File: src/rtl/stud_ds_decimator_pkg.sv
// ----------------------------------------------------------------------------
// stud_ds_decimator_pkg
// Shared definitions for the delta-sigma receive decimator:
//   - CIC order and the derived internal accumulator width
//   - warm-up state encoding used by the top-level FSM
// Build option: STUD_DS_DECIM_UNSIGNED_EN (consumed in stud_ds_decimator.sv)
// selects offset-binary output instead of two's-complement.
// ----------------------------------------------------------------------------
package stud_ds_decimator_pkg;

    // Second-order CIC: two integrators, two comb stages.
    localparam int CIC_ORDER = 2;

    // Internal width: CIC bit growth is ORDER*log2(R), plus a sign bit and one
    // spare so the steady-state extreme +/-R**2 stays representable.
    function automatic int cic_width(input int osr_log2);
        return (CIC_ORDER * osr_log2) + 2;
    endfunction

    // The comb delay line needs one decimation point per stage to fill
    // before its output is meaningful.
    typedef enum logic [1:0] {
        ST_WARM0 = 2'd0,
        ST_WARM1 = 2'd1,
        ST_RUN   = 2'd2
    } warm_e;

endpackage

File: src/rtl/stud_ds_decimator_integrator.sv
// ----------------------------------------------------------------------------
// stud_ds_decimator_integrator
// W-bit wrapping accumulator (one CIC integrator stage).
// Ports:
//   clk_i    clock
//   n_rst_i  asynchronous active-low reset, clears the accumulator
//   i_en     accumulate this cycle
//   i_inc    two's-complement increment
//   o_acc    current (registered) accumulator value
// ----------------------------------------------------------------------------
module stud_ds_decimator_integrator #(
    parameter int W = 12
) (
    input  logic         clk_i,
    input  logic         n_rst_i,
    input  logic         i_en,
    input  logic [W-1:0] i_inc,
    output logic [W-1:0] o_acc
);

    logic [W-1:0] r_acc;

    // Accumulator: modulo-2**W wrap is intentional, CIC arithmetic relies on it.
    always_ff @(posedge clk_i or negedge n_rst_i) begin
        if (!n_rst_i) begin
            r_acc <= {W{1'b0}};
        end else if (i_en) begin
            r_acc <= r_acc + i_inc;
        end else begin
            r_acc <= r_acc;
        end
    end

    assign o_acc = r_acc;

endmodule

File: src/rtl/stud_ds_decimator.sv
// ----------------------------------------------------------------------------
// stud_ds_decimator
// Decodes a 1-bit delta-sigma bitstream into PCM using a second-order CIC
// decimator (R = 2**OSR_LOG2), then scales and saturates to AUDIO_WIDTH.
// Ports:
//   clk_i          clock
//   n_rst_i        asynchronous active-low reset
//   en_i           bitstream sample enable
//   ds_i           bitstream bit (1 => +1, 0 => -1)
//   audio_o        PCM sample, held between strobes
//   audio_valid_o  one-cycle strobe, new audio_o valid
// Build option: define STUD_DS_DECIM_UNSIGNED_EN for offset-binary output
// (silence and reset value = MSB set); default is two's-complement.
// ----------------------------------------------------------------------------
module stud_ds_decimator
    import stud_ds_decimator_pkg::*;
#(
    parameter int AUDIO_WIDTH = 16,
    parameter int OSR_LOG2    = 5
) (
    input  logic                   clk_i,
    input  logic                   n_rst_i,
    input  logic                   en_i,
    input  logic                   ds_i,
    output logic [AUDIO_WIDTH-1:0] audio_o,
    output logic                   audio_valid_o
);

    localparam int W     = cic_width(OSR_LOG2);
    localparam int SHIFT = AUDIO_WIDTH - 1 - (CIC_ORDER * OSR_LOG2);
    // W + SHIFT == AUDIO_WIDTH + 1: one guard bit above the output range.
    localparam int XW    = W + SHIFT;

    localparam logic [OSR_LOG2-1:0]    CNT_LAST = {OSR_LOG2{1'b1}};
    localparam logic [OSR_LOG2-1:0]    CNT_ONE  = {{(OSR_LOG2-1){1'b0}}, 1'b1};
    localparam logic signed [XW-1:0]   SAT_MAX  = {2'b00, {(AUDIO_WIDTH-1){1'b1}}};
    localparam logic signed [XW-1:0]   SAT_MIN  = {2'b11, {(AUDIO_WIDTH-1){1'b0}}};
    localparam logic [AUDIO_WIDTH-1:0] MSB_ONE  = {1'b1, {(AUDIO_WIDTH-1){1'b0}}};

    logic [W-1:0]           w_step;
    logic [W-1:0]           w_int1;
    logic [W-1:0]           w_int2;
    logic [W-1:0]           w_int2_next;
    logic [W-1:0]           w_c1;
    logic [W-1:0]           w_c2;
    logic signed [XW-1:0]   w_c2_ext;
    logic signed [XW-1:0]   w_scaled;
    logic [AUDIO_WIDTH-1:0] w_sat;
    logic [AUDIO_WIDTH-1:0] w_audio_fmt;
    logic                   w_dec_point;

    logic [OSR_LOG2-1:0]    r_dec_cnt;
    warm_e                  r_warm;
    logic [W-1:0]           r_d1;
    logic [W-1:0]           r_d2;
    logic [AUDIO_WIDTH-1:0] r_audio;
    logic                   r_valid;

    // +1 is 0..01, -1 is all ones: only the upper bits depend on ds_i.
    assign w_step = {{(W-1){~ds_i}}, 1'b1};

    stud_ds_decimator_integrator #(.W(W)) u_int1 (
        .clk_i   (clk_i),
        .n_rst_i (n_rst_i),
        .i_en    (en_i),
        .i_inc   (w_step),
        .o_acc   (w_int1)
    );

    // Second integrator adds the pre-update value of the first.
    stud_ds_decimator_integrator #(.W(W)) u_int2 (
        .clk_i   (clk_i),
        .n_rst_i (n_rst_i),
        .i_en    (en_i),
        .i_inc   (w_int1),
        .o_acc   (w_int2)
    );

    // The comb works on the value int2 takes at this edge, so no extra latency.
    assign w_int2_next = w_int2 + w_int1;
    assign w_dec_point = en_i & (r_dec_cnt == CNT_LAST);
    assign w_c1        = w_int2_next - r_d1;
    assign w_c2        = w_c1 - r_d2;

    // Sign-extend the comb output to the scaling width.
    always_comb begin
        w_c2_ext         = {XW{w_c2[W-1]}};
        w_c2_ext[W-1:0]  = w_c2;
    end

    assign w_scaled = w_c2_ext <<< SHIFT;

    // Clamp to the output range; only +R**2 can actually exceed it.
    always_comb begin
        w_sat = w_scaled[AUDIO_WIDTH-1:0];
        if (w_scaled > SAT_MAX) begin
            w_sat = SAT_MAX[AUDIO_WIDTH-1:0];
        end else if (w_scaled < SAT_MIN) begin
            w_sat = SAT_MIN[AUDIO_WIDTH-1:0];
        end else begin
            w_sat = w_scaled[AUDIO_WIDTH-1:0];
        end
    end

`ifdef STUD_DS_DECIM_UNSIGNED_EN
    // Adding 2**(AUDIO_WIDTH-1) modulo 2**AUDIO_WIDTH is an MSB flip.
    localparam logic [AUDIO_WIDTH-1:0] AUDIO_RST = MSB_ONE;
    assign w_audio_fmt = w_sat ^ MSB_ONE;
`else
    localparam logic [AUDIO_WIDTH-1:0] AUDIO_RST = {AUDIO_WIDTH{1'b0}};
    assign w_audio_fmt = w_sat;
`endif

    // Decimation counter, comb delays, warm-up FSM and registered outputs.
    always_ff @(posedge clk_i or negedge n_rst_i) begin
        if (!n_rst_i) begin
            r_dec_cnt <= {OSR_LOG2{1'b0}};
            r_warm    <= ST_WARM0;
            r_d1      <= {W{1'b0}};
            r_d2      <= {W{1'b0}};
            r_audio   <= AUDIO_RST;
            r_valid   <= 1'b0;
        end else begin
            r_valid <= 1'b0;
            if (en_i) begin
                r_dec_cnt <= r_dec_cnt + CNT_ONE;
            end else begin
                r_dec_cnt <= r_dec_cnt;
            end
            if (w_dec_point) begin
                r_d1 <= w_int2_next;
                r_d2 <= w_c1;
                case (r_warm)
                    ST_WARM0: r_warm <= ST_WARM1;
                    ST_WARM1: r_warm <= ST_RUN;
                    ST_RUN: begin
                        r_audio <= w_audio_fmt;
                        r_valid <= 1'b1;
                    end
                    default:  r_warm <= ST_WARM0;
                endcase
            end else begin
                r_d1 <= r_d1;
                r_d2 <= r_d2;
            end
        end
    end

    assign audio_o       = r_audio;
    assign audio_valid_o = r_valid;

endmodule

File: config.mk
export PLATFORM = sky130hd
export DESIGN_NAME = stud_ds_decimator
export DESIGN_NICKNAME = d
export VERILOG_FILES = /design/src/rtl/stud_ds_decimator_pkg.sv /design/src/rtl/stud_ds_decimator_integrator.sv /design/src/rtl/stud_ds_decimator.sv
export SDC_FILE = /design/constraint.sdc
export NUM_CORES = 1
export LEC_CHECK = 0
export ABC_CLOCK_PERIOD_IN_PS = 5940
export BUFFER_PORTS_ARGS = -buffer_cell sky130_fd_sc_hd__buf_2
export CORE_MARGIN = 2
export CORE_UTILIZATION = 50
export DETAILED_ROUTE_END_ITERATION = 7
export PLACE_DENSITY = 0.67
export SLEW_MARGIN = 0
export SYNTH_ARGS = -nofsm -noshare
export SYNTH_HDL_FRONTEND = slang
export SYNTH_SLANG_ARGS = --single-unit
File: constraint.sdc
create_clock -name clk_i -period 5.94 [get_ports clk_i]
set_input_delay 0.594 -clock clk_i [delete_from_list [all_inputs] [get_ports clk_i]]
set_output_delay 0.594 -clock clk_i [all_outputs]
set_load 0.02 [all_outputs]
==> impl_metrics.csv <==
group,metric,value,unit
clocking,clockBufferDepth,2,
flow_run,maxCapViolCount,0,
synth,synthAdderAreaFrac,13.7,%
cells_and_area,multi_input_area,0.00277,mm²
worst_setup_path,cp-start-kind,"flip-flop",
global_routing,grtUsageMet3,2.70,%
clocking,clock_latency,0.34,ns
clocking,cts_tree,"built",
worst_setup_path,worstRegToRegCells,23,
floorplanning,fp.dieH,101,µm
synth,yosysUniqueCellTypes,55,
worst_setup_path,reg2reg_from,"u_int1.o_acc[0]",
detailed_routing,wire_per_inst,13.2,µm
cells_and_area,instances_no_fill,625,
cells_and_area,areaGrowthSynthToFinish,9.35,%
global_routing,grt_overflow,0,
sta,hold_viol_final,0,
clocking,postCtsHoldBufs,0,
cells_and_area,final_common_cell,"dfrtp_1",
worst_setup_path,cp-end-kind,"flip-flop",
synth,syn_avg_cell_area,9.58,µm²
global_routing,gr-max-usage-layer,"met2",
detailed_routing,first_pass_iters,4,
placed_design,dp.cells,609,
sta,slew_headroom,42.0,%
worst_setup_path,r2r-end,"audio_o[13]",
synth,ys_async_sr_fraction,100,%
detailed_routing,via_per_inst,5.48,
synth,synth_compound_area_share,14.7,%
sta,setup_viol,0,
sta,grt_setup_unrepaired,"no",
worst_setup_path,critical_path_required,6.17,ns
worst_setup_path,critPathKind,"flip-flop to flip-flop",
sta,tightestPinTransition,0.870,ns
synth,ys_seq_area_share,36.2,%
run_status,outcome,"finished clean",
detailed_routing,drt_iter0_markers,77,
floorplanning,core.rowCount,35,
synth,syn-instance-count,490,
synth,synthesis.area,0.00469,mm²
global_routing,use_met1,22.0,%
global_routing,grt_pass1_vias,3250,
sta,final_max_slew_viol_count,0,
synth,ys.warnings.count,0,
detailed_routing,vias,3424,
clocking,cts_buffers,9,
global_routing,grt_use_total,17.5,%
synth,muxShareOfSynthArea,8.37,%
clocking,cts_setup_buffers,0,
placed_design,hpwlAfterDp,6130,µm
cells_and_area,register_area,0.00170,mm²
sta,fin_crit,5.42,ns
synth,synthXorXnorAreaFrac,7.76,%
detailed_routing,wl,8250,µm
synth,yosys.area_share.simple,14.1,%
global_routing,grt_first_pass_wirelength,14600,µm
worst_setup_path,worst-endpoint-arrival,5.65,ns
synth,synth_flop_cell,"dfrtp_1",
synth,synth_top_family_by_area,"compound AO/OA/AOI/OAI gates",
cells_and_area,layout_common_cells,"dfrtp_1 (68), ha_1 (45), inv_1 (43), nand2_1 (41), nor2_1 (40)",
sta,timing.final.crit_share,91.2,%
floorplanning,ios,21,
global_routing,met2_usage,30.7,%
min_path,min_path_type,"input port to asynchronous set/reset pin",
floorplanning,coreArea,0.00915,mm²
clocking,post_cts_resized,0,
floorplanning,die-area,0.0102,mm²
floorplanning,die-width,101,µm
synth,synth_seq_cells,68,
cells_and_area,nNetsFinal,562,
cells_and_area,final_layout_size_suffix_gt1_share,16.9,%
synth,synth_nets,543,
sta,clock_skew,0.00943,ns
worst_setup_path,reg2reg_slack,0.52,ns
clocking,htreeDepth,3,
detailed_routing,postRouteAntennaNets,0,
clocking,cts.sinks,68,
placed_design,gp_congestion,0.816,
synth,synth-edff-count,0,
worst_setup_path,critPathMaxFanout,10,
global_routing,grt_max_degree,69,
global_routing,antenna_found_initial,0,
floorplanning,start_util,51.3,%
clocking,clk_pin_slew,0.08,ns
sta,setup_tns,0,ns
clocking,clock-root-buffer,"clkbuf_8",
cells_and_area,fill_cells,814,
placed_design,portBuffers,20,
sta,max_freq,185,MHz
cells_and_area,antenna_cells,0,
detailed_routing,drcViolationCount,0,
-- registers in the layout, indices dropped and copies added (netlist names) --
signal and flops:
audio_o 12, audio_valid_o 1, r_d1 12, r_d2 12, r_dec_cnt 5, r_warm 2, u_int1.o_acc 12, u_int2.o_acc 12
-- worst max path at each step --
| stage | end | cells past startpoint | from |
|---|---|---|---|
| floorplan | audio_o[10] | 26 | u_int1.o_acc[0] |
| finish | audio_o[13] | 23 | u_int1.o_acc[0] |
| global placement | audio_o[13] | 23 | u_int1.o_acc[0] |
| global route | audio_o[10] | 25 | u_int1.o_acc[0] |
| detailed placement | audio_o[13] | 23 | u_int1.o_acc[0] |
| CTS | audio_o[13] | 23 | u_int1.o_acc[0] |
-- final cells by class --
class	count	share of cell area (%)
clock buffer	10	2.49
clock inverter	6	2.19
inverter	43	3.14
multi-input combinational	364	53.9
sequential	68	33.1
tap	111	2.71
timing repair buffer	23	2.39
-- critical path, stage by stage (launching register included) --
cell and delay (ns):
dfrtp_1 0.43, ha_1 0.23, inv_1 0.06, fa_1 0.39, nor2b_1 0.11, o21ai_0 0.10, a21boi_0 0.26, nor2_1 0.13
ha_1 0.36, a21boi_0 0.28, o21ai_0 0.14, a21boi_0 0.26, o21ai_0 0.18, a21boi_2 0.27, nor2_1 0.10, ha_1 0.35
and3_1 0.18, o211ai_1 0.10, and2_1 0.17, o311ai_0 0.34, xor3_2 0.37, o21ai_4 0.27, a21oi_1 0.08, a21o_1 0.16
-- cell usage after synthesis, types with 2 or more instances --
cell type,count,share of area [%]
a21boi_0,6,0.96
a21o_1,7,1.1
a21oi_1,19,2.0
and2_1,5,0.67
and3_1,3,0.40
buf_1,3,0.24
buf_4,4,0.64
clkbuf_1,7,0.56
dfrtp_1,68,36
fa_1,4,1.7
ha_1,45,12
inv_1,43,3.4
mux2_2,34,8.2
nand2_1,41,3.3
nand2b_1,2,0.27
nand3_1,11,1.2
nand3b_1,3,0.48
nand4b_1,2,0.37
nor2_1,40,3.2
nor2b_1,9,1.2
nor3_1,7,0.75
nor3b_1,3,0.48
o2111ai_1,3,0.56
o211ai_1,7,1.1
o21a_1,7,1.1
o21ai_0,25,2.7
o21ai_1,10,1.1
o21bai_1,3,0.48
o31a_1,2,0.37
o31ai_1,2,0.32
or2_2,2,0.27
or3_1,4,0.53
or4_1,3,0.48
xnor2_1,26,4.9
xor2_1,10,1.9
-- routing by layer --
metal / part of all wire [%] / up-vias / wire length [µm]
met5: 0 / - / 0
met4: 1.6 / 0 / 136
met3: 3.3 / 12 / 269
met2: 48 / 59 / 3990
met1: 47 / 1609 / 3850
li1: - / 1744 / -
-- stage by stage --
step | setup slack [ns] | util (%) | area, µm² | hold WS (ns)
5_1_grt | 0.0349 | 56.1 | 5130 | 0.515
2_1_floorplan | 0.723 | - | 4690 | 0.298
4_1_cts | 0.299 | 55.9 | 5120 | 0.468
3_3_place_gp | 0.602 | 53.3 | 4880 | 0.455
6_report | 0.522 | 56.1 | 5130 | 0.410
3_5_place_dp | 0.328 | 53.3 | 4880 | 0.473
-- kinds of logic after synthesis --
kind of cell	Yosys count
and+or+nand+nor	138
AOI/OAI and AO/OA	104
DFF	68
buffers and inverters	58
adders and majority gates	49
xor gates and xnor gates	38
muxes	35
Power is not shown: default switching activity piles up to over one toggle a cycle in this logic, so the estimate is an artifact.
